--- src/rtl/seg7_pkg.sv ---
// Shared constants for the 7-segment scan controller: active-low glyphs
// (bit order {a,b,c,d,e,f,g}) and the per-slot scan state.
package seg7_pkg;

  localparam logic [6:0] SEG_BLANK = 7'b1111111;

  localparam logic [6:0] GLYPH_0 = 7'b0000001;
  localparam logic [6:0] GLYPH_1 = 7'b1001111;
  localparam logic [6:0] GLYPH_2 = 7'b0010010;
  localparam logic [6:0] GLYPH_3 = 7'b0000110;
  localparam logic [6:0] GLYPH_4 = 7'b1001100;
  localparam logic [6:0] GLYPH_5 = 7'b0100100;
  localparam logic [6:0] GLYPH_6 = 7'b0100000;
  localparam logic [6:0] GLYPH_7 = 7'b0001111;
  localparam logic [6:0] GLYPH_8 = 7'b0000000;
  localparam logic [6:0] GLYPH_9 = 7'b0000100;

  typedef enum logic {
    ST_BLANK,
    ST_SHOW
  } scan_state_e;

endpackage

--- src/rtl/seg7_decode.sv ---
// BCD to active-low 7-segment glyph; codes 10..15 render dark.
module seg7_decode
  import seg7_pkg::*;
(
  input  logic [3:0] bcd,
  output logic [6:0] glyph
);

  always_comb begin
    glyph = SEG_BLANK;
    case (bcd)
      4'd0:    glyph = GLYPH_0;
      4'd1:    glyph = GLYPH_1;
      4'd2:    glyph = GLYPH_2;
      4'd3:    glyph = GLYPH_3;
      4'd4:    glyph = GLYPH_4;
      4'd5:    glyph = GLYPH_5;
      4'd6:    glyph = GLYPH_6;
      4'd7:    glyph = GLYPH_7;
      4'd8:    glyph = GLYPH_8;
      4'd9:    glyph = GLYPH_9;
      default: glyph = SEG_BLANK;
    endcase
  end

endmodule

--- src/rtl/seg7_scan_ctrl.sv ---
// Multiplexed common-anode display scanner with a shadow digit file that is
// committed to the displayed set once per frame, so frames never tear.
module seg7_scan_ctrl
  import seg7_pkg::*;
#(
  parameter int NUM_DIGITS   = 4,
  parameter int REFRESH_DIV  = 20000,
  parameter int BLANK_CYCLES = 200,
  parameter int AW           = $clog2(NUM_DIGITS)
) (
  input  logic                  clk,
  input  logic                  rst,
  input  logic                  wr_valid,
  output logic                  wr_ready,
  input  logic [AW-1:0]         wr_addr,
  input  logic [3:0]            wr_data,
  input  logic                  lz_en,
  output logic [6:0]            seg,
  output logic [NUM_DIGITS-1:0] an,
  output logic                  frame_done
);

  localparam int PW = $clog2(REFRESH_DIV);
  localparam logic [PW-1:0] PRE_LAST  = PW'(REFRESH_DIV - 1);
  localparam logic [PW-1:0] PRE_BLANK = PW'(BLANK_CYCLES);
  localparam logic [AW-1:0] IDX_LAST  = AW'(NUM_DIGITS - 1);

  logic [PW-1:0]         pre;
  logic [PW-1:0]         pre_next;
  logic [AW-1:0]         idx;
  scan_state_e           state;
  logic                  lz_slot;
  logic [3:0]            shadow [NUM_DIGITS];
  logic [3:0]            active [NUM_DIGITS];
  logic                  slot_end;
  logic                  frame_end;
  logic                  wr_fire;
  logic                  addr_ok;
  logic [NUM_DIGITS-1:0] suppress;
  logic [3:0]            cur_digit;
  logic [6:0]            glyph;

  assign slot_end  = (pre == PRE_LAST);
  assign frame_end = slot_end && (idx == IDX_LAST);
  assign pre_next  = slot_end ? '0 : pre + 1'b1;
  assign wr_fire   = wr_valid && wr_ready;
  assign cur_digit = active[idx];

  // Out-of-range addresses only exist when NUM_DIGITS is not a power of two.
  generate
    if ((2 ** AW) > NUM_DIGITS) begin : g_addr_chk
      assign addr_ok = (wr_addr <= IDX_LAST);
    end else begin : g_addr_all
      assign addr_ok = 1'b1;
    end
  endgenerate

  // A digit is suppressed when it and every more significant digit are zero.
  always_comb begin
    logic upper_zero;
    suppress   = '0;
    upper_zero = 1'b1;
    for (int i = NUM_DIGITS - 1; i >= 1; i--) begin
      upper_zero  = upper_zero && (active[i] == 4'd0);
      suppress[i] = lz_slot && upper_zero;
    end
  end

  seg7_decode u_decode (
    .bcd   (cur_digit),
    .glyph (glyph)
  );

  always_ff @(posedge clk) begin
    if (rst) begin
      pre        <= '0;
      idx        <= '0;
      state      <= ST_BLANK;
      lz_slot    <= 1'b0;
      wr_ready   <= 1'b0;
      frame_done <= 1'b0;
      an         <= '1;
      seg        <= SEG_BLANK;
      for (int i = 0; i < NUM_DIGITS; i++) begin
        shadow[i] <= 4'd0;
        active[i] <= 4'd0;
      end
    end else begin
      pre <= pre_next;
      if (slot_end) begin
        idx     <= (idx == IDX_LAST) ? '0 : idx + 1'b1;
        lz_slot <= lz_en;
      end
      state <= (pre_next < PRE_BLANK) ? ST_BLANK : ST_SHOW;

      // The commit cycle is the one where frame_done is high; the write port
      // is closed then so the shadow copy is stable while it is transferred.
      frame_done <= frame_end;
      wr_ready   <= !frame_end;
      if (frame_done) begin
        for (int i = 0; i < NUM_DIGITS; i++) begin
          active[i] <= shadow[i];
        end
      end
      if (wr_fire && addr_ok) begin
        shadow[wr_addr] <= wr_data;
      end

      if (state == ST_SHOW && !suppress[idx]) begin
        an  <= ~(NUM_DIGITS'(1) << idx);
        seg <= glyph;
      end else begin
        an  <= '1;
        seg <= SEG_BLANK;
      end
    end
  end

endmodule

--- config.mk ---
export PLATFORM = sky130hd
export DESIGN_NAME = seg7_scan_ctrl
export DESIGN_NICKNAME = d
export VERILOG_FILES = /design/src/rtl/seg7_pkg.sv /design/src/rtl/seg7_decode.sv /design/src/rtl/seg7_scan_ctrl.sv
export SDC_FILE = /design/constraint.sdc
export NUM_CORES = 1
export LEC_CHECK = 0
export CAP_MARGIN = 20
export CORE_ASPECT_RATIO = 0.6
export CORE_MARGIN = 3
export CORE_UTILIZATION = 33
export CTS_CLUSTER_SIZE = 28
export DETAILED_ROUTE_END_ITERATION = 8
export GPL_TIMING_DRIVEN = 0
export PLACE_DENSITY = 0.57
export SYNTH_ARGS = -nofsm -noshare
export SYNTH_HDL_FRONTEND = slang
export SYNTH_HIERARCHICAL = 1
export SYNTH_SLANG_ARGS = --single-unit
--- constraint.sdc ---
create_clock -name clk -period 2.5 [get_ports clk]
set_input_delay 0.5 -clock clk [delete_from_list [all_inputs] [get_ports clk]]
set_output_delay 0.5 -clock clk [all_outputs]
set_load 0.01 [all_outputs]
==> results of run 1 <==
==> cells by family after synthesis <==
family,Yosys count,share of synthesized area
flops,66,0.540
fa+ha+maj,10,0.0411
xor+xnor,14,0.0403
mux,7,0.0395
buf+inv,22,0.0341
compound gates,24,0.0531
simple gates,134,0.252
==> layout make-up <==
class	instances	area share
Clock inverter	3	0.0115
Buffer	15	0.0211
Timing Repair Buffer	22	0.0598
Multi-Input combinational cell	189	0.352
Tap cell	112	0.0380
Inverter	7	0.00713
Clock buffer	13	0.0652
Sequential cell	66	0.446
==> worst min-delay path by stage <==
stage                                    start  slack, ps  cells after the start                    to
final                     lz_slot$_SDFFE_PP0N_        500                      2  lz_slot$_SDFFE_PP0N_
after global placement    lz_slot$_SDFFE_PP0N_        490                      2  lz_slot$_SDFFE_PP0N_
after detailed placement  lz_slot$_SDFFE_PP0N_        490                      2  lz_slot$_SDFFE_PP0N_
after global routing          state$_SDFF_PP0_        540                      2     seg[2]$_SDFF_PP1_
after floorplan           lz_slot$_SDFFE_PP0N_        460                      2  lz_slot$_SDFFE_PP0N_
after CTS                 lz_slot$_SDFFE_PP0N_        510                      2  lz_slot$_SDFFE_PP0N_
==> registers in the layout, summed over array words and instances (netlist names), named ones only <==
register,cells
seg,7
frame_done,1
pre,15
idx,2
active,16
wr_ready,1
an,4
state,1
lz_slot,1
shadow,16
==> metal layers <==
metal	up-vias	wire length [um]	global-route usage
li1	1031	-	-
met5	-	0	0
met2	59	2060	0.147
met3	9	431	0.0485
met4	0	70	0.0498
met1	916	3160	0.184
==> per-stage QoR <==
stage | util | std cells
2_1_floorplan | - | 277
3_3_place_gp | 0.390 | 411
3_5_place_dp | 0.390 | 411
4_1_cts | 0.423 | 427
5_1_grt | 0.423 | 427
6_report | 0.423 | 427
==> power breakdown <==
group          switching (mW)  internal, mW
Clock                   0.430         0.770
Sequential             0.0147          1.16
Combinational          0.0510        0.0435
==> Yosys cell counts (6+ instances only) <==
master,n
buf_2,8
nor2_1,28
nor4_1,6
a21oi_1,6
inv_1,7
and2_1,33
nand3_1,9
xor2_1,6
nand2b_1,12
o21ai_0,7
dfxtp_1,34
xnor2_1,8
edfxtp_1,32
nand2_1,13
ha_1,10
==> worst register-to-register path, cell delays in order (launching register included) <==
cell,delay (ps)
dfxtp_1,450
ha_1,180
buf_2,170
nand4_1,200
nor3_2,370
mux2i_1,170
a2111oi_2,410
o22ai_1,140
==> flow_summary.json, run 1 <==
{
  "status": "finished, final reports clean",
  "synth_top_cell_area_share": 0.316,
  "clock_sinks": 66,
  "fill_cells": 832,
  "io_buffers": 22,
  "io_pins": 23,
  "antenna_found_initial": 0,
  "core.rowCount": 26,
  "rsz0062_at_grt": "false",
  "yosys_register_bits": 66,
  "yosys-top-cells-area": "edfxtp_1 32%, dfxtp_1 22%, and2_1 6.8%, ha_1 4.1%, nor2_1 3.5%",
  "synth_edf_count": 32,
  "fin_ws_ps": 278,
  "gp_congestion": 0.815,
  "start_util": 0.349,
  "synth_ff_type": "dfxtp_1",
  "period_share": 0.889,
  "area_growth_pct": 21.1,
  "clkTransAtPathRegs_ps": 50,
  "criticalPathCategory": "flip-flop to flip-flop",
  "core-area_sq_mm": 0.00872,
  "die_area_sq_mm": 0.0104,
  "grt_usage": 0.121,
  "whs_ps": 501,
  "cp_top_family": "simple AND/OR/NAND/NOR gates",
  "slew_violations": 0,
  "async_reset_ff_frac": 0,
  "ir_worst_vdd_uv": 325,
  "multi_input_area_sq_mm": 0.00130,
  "fin_nets": 330,
  "reg2reg_from": "pre[0]$_SDFF_PP0_",
  "worstReg2RegEnd": "state$_SDFF_PP0_",
  "grt_overflow": 0,
  "h-tree-depth": 3,
  "clock-skew-final_ps": 12.1,
  "setup_tns_ps": 0,
  "drv_cap": 0,
  "crit_buf_inv": 1,
  "p_leak_nw": 1.35,
  "final_area_sq_mm": 0.00368,
  "hold_viol_final": 0,
  "die_w_um": 130,
  "crit_arrival_ps": 2420,
  "die_y_um": 80.4,
  "syn_nets": 297,
  "grt_max_degree": 17,
  "regArea_sq_mm": 0.00164,
  "worst_pin_slew_ps": 538,
  "antenna_cells": 0,
  "power.density_mw_per_mm2": 670,
  "drt_iter0_markers": 125,
  "critical_path_required_ps": 2690,
  "drc": 0,
  "startpoint_type": "flip-flop",
  "numCtsBuffers": 9,
  "cts.repair.resized": 0,
  "final_common_cell": "dfxtp_1",
  "final_cell_mix": "34 x dfxtp_1, 33 x and2_1, 32 x edfxtp_1",
  "hp-class": "flip-flop to flip-flop",
  "syn_inst": 277,
  "cts_tree": "built",
  "grt_pass1_wl_um": 9360,
  "postCtsHoldBufs": 0,
  "postCtsSetupRepairBufs": 0,
  "postPlaceCellArea_sq_mm": 0.00340,
  "dr_total_vias": 2015,
  "ys_types": 47,
  "syn_avg_cell_area_sq_um": 11.0,
  "worstPathCellList": "ha_1, buf_2, nand4_1, nor3_2, mux2i_1, a2111oi_2, o22ai_1",
  "synth.cell_area_sq_mm": 0.00304,
  "dp_hpwl_um": 4250,
  "slew_headroom": 0.638,
  "path_depth": 7,
  "seq_area_frac_synth": 0.540,
  "yosys_warnings": 6,
  "preCtsSetupSlack_ps": 48.0,
  "finalPower_mw": 2.47,
  "rrSetupSlack_ps": 280,
  "firstDrtPassIters": 5,
  "cts_buffer_depth": 2,
  "startpoint": "pre[0]$_SDFF_PP0_",
  "post_drt_wl_per_cell_um": 13.4,
  "setup_violations": 0,
  "worstPathMaxFanout": 8,
  "viasPerCell": 4.72,
  "grt_pass1_vias": 1854,
  "cp-end-kind": "flip-flop",
  "endpoint": "state$_SDFF_PP0_",
  "fmax_ghz": 0.450,
  "critical_path.slowest_cell": "dfxtp_1",
  "layout-drive-gt1-share": 0.127,
  "yosysTopAreaCell": "edfxtp_1",
  "wl_um": 5720,
  "fin_crit_ps": 2220,
  "cts-root-buf": "clkbuf_16",
  "r2r_cells": 7,
  "ant_nets": 0,
  "slowest_delay_ps": 450,
  "clk_latency_ps": 330
}
No activity file was read; power rests on OpenSTA's default activity.
==> inputs of run 2 (changes only) <==
--- a/config.mk
+++ b/config.mk
@@ -12,7 +12,7 @@
 export CTS_CLUSTER_SIZE = 28
 export DETAILED_ROUTE_END_ITERATION = 8
 export GPL_TIMING_DRIVEN = 0
-export PLACE_DENSITY = 0.57
+export PLACE_DENSITY_LB_ADDON = 0.1
 export SYNTH_ARGS = -nofsm -noshare
 export SYNTH_HDL_FRONTEND = slang
 export SYNTH_HIERARCHICAL = 1
==> run 2 against run 1 <==
Effect of this change:
- clock-buffer cell count stayed put
- sequential share of layout area up 0.076 points
- critical endpoint unchanged
- largest cell class unchanged
- worst hold slack improved by 19 ps
==> flow_summary.json, run 2 (same netlist as run 1, synthesis figures left out) <==
{
  "setup_tns_ps": 0,
  "firstDrtPassIters": 5,
  "fin_util": 0.422,
  "final_common_cell": "dfxtp_1",
  "fmax_ghz": 0.442,
  "cts-root-buf": "clkbuf_16",
  "critical_path_required_ps": 2680,
  "hold_viol_final": 0,
  "die_w_um": 130,
  "min_from": "shadow[1][0]$_SDFFCE_PN0P_",
  "grt_pass1_wl_um": 10600,
  "grt_overflow": 0,
  "fin_nets": 330,
  "clock_sinks": 66,
  "power.density_mw_per_mm2": 658,
  "area_growth_pct": 20.9,
  "status": "finished, final reports clean",
  "core-area_sq_mm": 0.00872,
  "min_to": "active[1][0]$_SDFFCE_PN0P_",
  "grt_max_degree": 17,
  "clkPwrFrac": 0.475,
  "criticalPathCategory": "flip-flop to flip-flop",
  "dp_hpwl_um": 4590,
  "drt_iter0_markers": 104,
  "whs_ps": 520,
  "hp-class": "flip-flop to flip-flop",
  "p_leak_nw": 1.36,
  "postCtsSetupRepairBufs": 0,
  "worst_pin_slew_ps": 587,
  "final_cell_mix": "34 x dfxtp_1, 33 x and2_1, 32 x edfxtp_1",
  "rrSetupSlack_ps": 240,
  "cts_tree": "built",
  "dr_total_vias": 2021,
  "top_regs": "active (16), shadow (16), pre (15)",
  "slew_headroom": 0.604,
  "clock-skew-final_ps": 8.32,
  "p_seq_frac": 0.485,
  "io_buffers": 22,
  "layout-drive-gt1-share": 0.130,
  "ir_worst_vdd_uv": 350,
  "worstPathCellList": "ha_1, buf_2, nand4_1, nor3_2, mux2i_1, a2111oi_2, o22ai_1",
  "slew_violations": 0,
  "postPlaceCellArea_sq_mm": 0.00340,
  "setup_violations": 0,
  "grt_usage": 0.134,
  "io_pins": 23,
  "r2r_cells": 7,
  "worstReg2RegEnd": "state$_SDFF_PP0_",
  "period_share": 0.905,
  "reg2reg_from": "pre[0]$_SDFF_PP0_",
  "crit_arrival_ps": 2450,
  "crit_buf_inv": 1,
  "holdPathStages": 1,
  "postCtsHoldBufs": 0,
  "antenna_found_initial": 0,
  "core.rowCount": 26,
  "ant_nets": 0,
  "start_util": 0.349,
  "switchingPower_uw": 493,
  "h-tree-depth": 3,
  "swShare": 0.204,
  "final_area_sq_mm": 0.00368,
  "cp_top_family": "simple AND/OR/NAND/NOR gates",
  "fin_crit_ps": 2260,
  "p_int_mw": 1.93,
  "post_drt_wl_per_cell_um": 14.7,
  "drv_cap": 0,
  "critical_path.slowest_cell": "dfxtp_1",
  "gp_congestion": 0.756,
  "antenna_cells": 0,
  "slowest_delay_ps": 470,
  "power_frac_comb": 0.040,
  "die_y_um": 80.4,
  "drc": 0,
  "numCtsBuffers": 9,
  "rsz0062_at_grt": "false",
  "wl_um": 6260,
  "worstPathMaxFanout": 8,
  "die_area_sq_mm": 0.0104,
  "clkTransAtPathRegs_ps": 60,
  "grt_pass1_vias": 1995,
  "clk_latency_ps": 320,
  "cts_buffer_depth": 2,
  "startpoint_type": "flip-flop",
  "cts.repair.resized": 0,
  "cp-end-kind": "flip-flop",
  "viasPerCell": 4.73
}
==> run 2: area by class of cell <==
| cell class | count | area [sq um] |
|---|---|---|
| clock inverter | 3 | 15.0 |
| timing repair buffer | 22 | 220 |
| tap | 112 | 140 |
| fill | 845 | 5040 |
| buffer | 15 | 77.6 |
| multi-input combinational | 189 | 1300 |
| sequential | 66 | 1640 |
| clock buffer | 13 | 262 |
| inverter | 7 | 26.3 |
==> run 2: how the worst max path moves through the flow <==
stage / from / endpoint / slack (ps) / cells past startpoint
final: pre[0]$_SDFF_PP0_ / state$_SDFF_PP0_ / 240 / 7
after global routing: pre[0]$_SDFF_PP0_ / state$_SDFF_PP0_ / 80 / 7
after global placement: rst / shadow[2][3]$_SDFFCE_PN0P_ / 30 / 5
after detailed placement: rst / shadow[2][2]$_SDFFCE_PN0P_ / 90 / 5
after CTS: pre[0]$_SDFF_PP0_ / state$_SDFF_PP0_ / 280 / 7
after floorplan: flip-flop / seg[3]$_SDFF_PP1_ / 660 / 6
==> run 2: power groups by stage <==
stage / Clock [mW] / Sequential, mW / Combinational [mW]
floorplan: 0 / 1.19 / 0.0598
global placement: 0 / 1.20 / 0.0968
detailed placement: 0 / 1.20 / 0.0983
CTS: 1.19 / 1.17 / 0.0987
global route: 1.24 / 1.18 / 0.111
finish: 1.15 / 1.17 / 0.0970
==> run 2: per-layer routing <==
| layer | global-route usage | vias up | part of all wire | routed length, um |
|---|---|---|---|---|
| met3 | 0.0425 | 7 | 0.043 | 269 |
| met1 | 0.212 | 933 | 0.58 | 3600 |
| met2 | 0.166 | 42 | 0.37 | 2330 |
| met4 | 0.0405 | 0 | 0.0094 | 59 |
| li1 | - | 1039 | - | - |
| met5 | 0 | - | 0 | 0 |
==> run 2: per-stage QoR <==
step                power (mW)  cells  setup WS, ps
detailed placement        1.29    411          86.4
finish                    2.42    427           237
global route              2.52    427          84.1
global placement          1.29    411          31.4
CTS                       2.46    427           284
floorplan                 1.25    277           663
==> inputs of run 3 (changes only) <==
--- a/config.mk
+++ b/config.mk
@@ -7,7 +7,7 @@
 export LEC_CHECK = 0
 export CAP_MARGIN = 20
 export CORE_ASPECT_RATIO = 0.6
-export CORE_MARGIN = 3
+export CORE_MARGIN = 2
 export CORE_UTILIZATION = 33
 export CTS_CLUSTER_SIZE = 28
 export DETAILED_ROUTE_END_ITERATION = 8
@@ -17,3 +17,4 @@
 export SYNTH_HDL_FRONTEND = slang
 export SYNTH_HIERARCHICAL = 1
 export SYNTH_SLANG_ARGS = --single-unit
+export TNS_END_PERCENT = 100
==> run 3 against run 2 <==
Effect of this change:
- design area up 1.2%
- cell count up 0.94%
- clock skew up 1.4 ps
- sequential share of layout area down 0.54 points
- critical path depth unchanged
- core utilization down 1.1 points
- critical path type unchanged
- largest cell class unchanged
- largest power group is now clock
==> flow_summary.json, run 3 (same netlist as run 1, synthesis figures left out) <==
{
  "status": "finished, final reports clean",
  "postCtsSetupRepairBufs": 0,
  "dp_hpwl_um": 4410,
  "final_cell_count_no_fill": 431,
  "final_common_cell": "dfxtp_1",
  "crit_arrival_ps": 2410,
  "hp-class": "flip-flop to flip-flop",
  "period_share": 0.888,
  "die_y_um": 78.4,
  "critical_path.slowest_cell": "dfxtp_1",
  "h-tree-depth": 3,
  "min_to": "pre[0]$_SDFF_PP0_",
  "worstPathCellList": "ha_1, buf_2, nand4_1, nor3_2, mux2i_1, a2111oi_2, o22ai_1",
  "cts-root-buf": "clkbuf_16",
  "io_buffers": 22,
  "worst_pin_slew_ps": 556,
  "startpoint_type": "flip-flop",
  "fill_cells": 898,
  "r2r_cells": 7,
  "cp-end-kind": "flip-flop",
  "rrSetupSlack_ps": 280,
  "clk_latency_ps": 330,
  "setup_violations": 0,
  "grt_max_degree": 17,
  "numCtsBuffers": 9,
  "hold_viol_final": 0,
  "start_util": 0.336,
  "critical_path_required_ps": 2690,
  "p_leak_nw": 1.37,
  "fin_nets": 330,
  "grt_pass1_vias": 1849,
  "ir_worst_vdd_uv": 343,
  "drc": 0,
  "rsz0062_at_grt": "false",
  "setup_tns_ps": 0,
  "clock-skew-final_ps": 9.69,
  "postCtsHoldBufs": 0,
  "cts_buffer_depth": 2,
  "place.detailed.instances": 415,
  "top_regs": "active (16), shadow (16), pre (15)",
  "die_area_sq_mm": 0.0100,
  "slew_violations": 0,
  "dr_total_vias": 1995,
  "holdPathStages": 1,
  "wl_um": 5870,
  "whs_ps": 516,
  "worstPathMaxFanout": 8,
  "criticalPathCategory": "flip-flop to flip-flop",
  "min_from": "pre[0]$_SDFF_PP0_",
  "core-area_sq_mm": 0.00905,
  "post_drt_wl_per_cell_um": 13.6,
  "firstDrtPassIters": 4,
  "cts.repair.resized": 0,
  "viasPerCell": 4.63,
  "drv_cap": 0,
  "grt_pass1_wl_um": 9630,
  "regArea_sq_mm": 0.00164,
  "multi_input_area_sq_mm": 0.00130,
  "drt_iter0_markers": 128,
  "layout-drive-gt1-share": 0.140,
  "fin_crit_ps": 2220,
  "antenna_cells": 0,
  "antenna_found_initial": 0,
  "slew_headroom": 0.626,
  "area_growth_pct": 22.4,
  "grt_overflow": 0,
  "core.rowCount": 27,
  "grt_usage": 0.130,
  "power.density_mw_per_mm2": 683,
  "reg2reg_from": "pre[0]$_SDFF_PP0_",
  "io_pins": 23,
  "clkTransAtPathRegs_ps": 60,
  "worstReg2RegEnd": "state$_SDFF_PP0_",
  "slowest_delay_ps": 440,
  "fin_util": 0.411,
  "clock_sinks": 66,
  "die_w_um": 128,
  "gp_congestion": 0.787,
  "fmax_ghz": 0.450,
  "final_cell_mix": "34 x dfxtp_1, 33 x and2_1, 32 x edfxtp_1",
  "cts_tree": "built",
  "ant_nets": 0
}
[run 3: cell count changes in the layout (fill, tap and decap cells not counted)]
cell / previous run / this run
clkinvlp_4: 0 / 2
clkbuf_1: 8 / 5
clkbuf_16: 10 / 11
clkinv_2: 3 / 0
clkinv_4: 0 / 1
inv_6: 0 / 2
[run 3: stage by stage]
step	instance area, sq um	total power [mW]	setup WS [ps]
final	3720	2.54	280
after global placement	3410	1.29	86.4
after global routing	3720	2.64	105
after CTS	3720	2.58	318
after detailed placement	3410	1.29	86.3
after floorplan	3040	1.25	663
[run 3: where the power goes]
part           internal, mW  switching (mW)  total (mW)
Combinational        0.0434          0.0521      0.0955
Clock                 0.800           0.475        1.27
Sequential             1.16          0.0145        1.17
Total                  2.00           0.541        2.54
[run 3: final cells by class]
type	count	area share
plain buffers	15	0.0208
clock buffers	11	0.0739
clock inverters	5	0.0111
inverters	7	0.00706
multi-input cells	189	0.348
flip-flops and latches	66	0.441
well taps	116	0.0390
repair buffers	22	0.0591
[run 3: worst max-delay path by stage]
stage          depth (start not counted)              start                          to  slack, ps
2_1_floorplan                          6          flip-flop           seg[3]$_SDFF_PP1_        660
3_3_place_gp                           5                rst  shadow[2][3]$_SDFFCE_PN0P_         90
3_5_place_dp                           5                rst  shadow[1][1]$_SDFFCE_PN0P_         90
4_1_cts                                7  pre[0]$_SDFF_PP0_            state$_SDFF_PP0_        320
5_1_grt                                7  pre[0]$_SDFF_PP0_            state$_SDFF_PP0_        110
6_report                               7  pre[0]$_SDFF_PP0_            state$_SDFF_PP0_        280
[run 3: per-layer routing]
layer	GRT usage	part of all wire
met1	0.207	0.59
met2	0.155	0.36
met4	0.0560	0.012
met3	0.0395	0.044
met5	0	0
[run 3: worst max-delay path, delay by kind of cell (launching register included)]
kind,cells,cell delay [ps]
mux,1,170
compound gates,2,540
simple gates,2,590
fa+ha+maj,1,170
buf+inv,1,180
flops,1,440
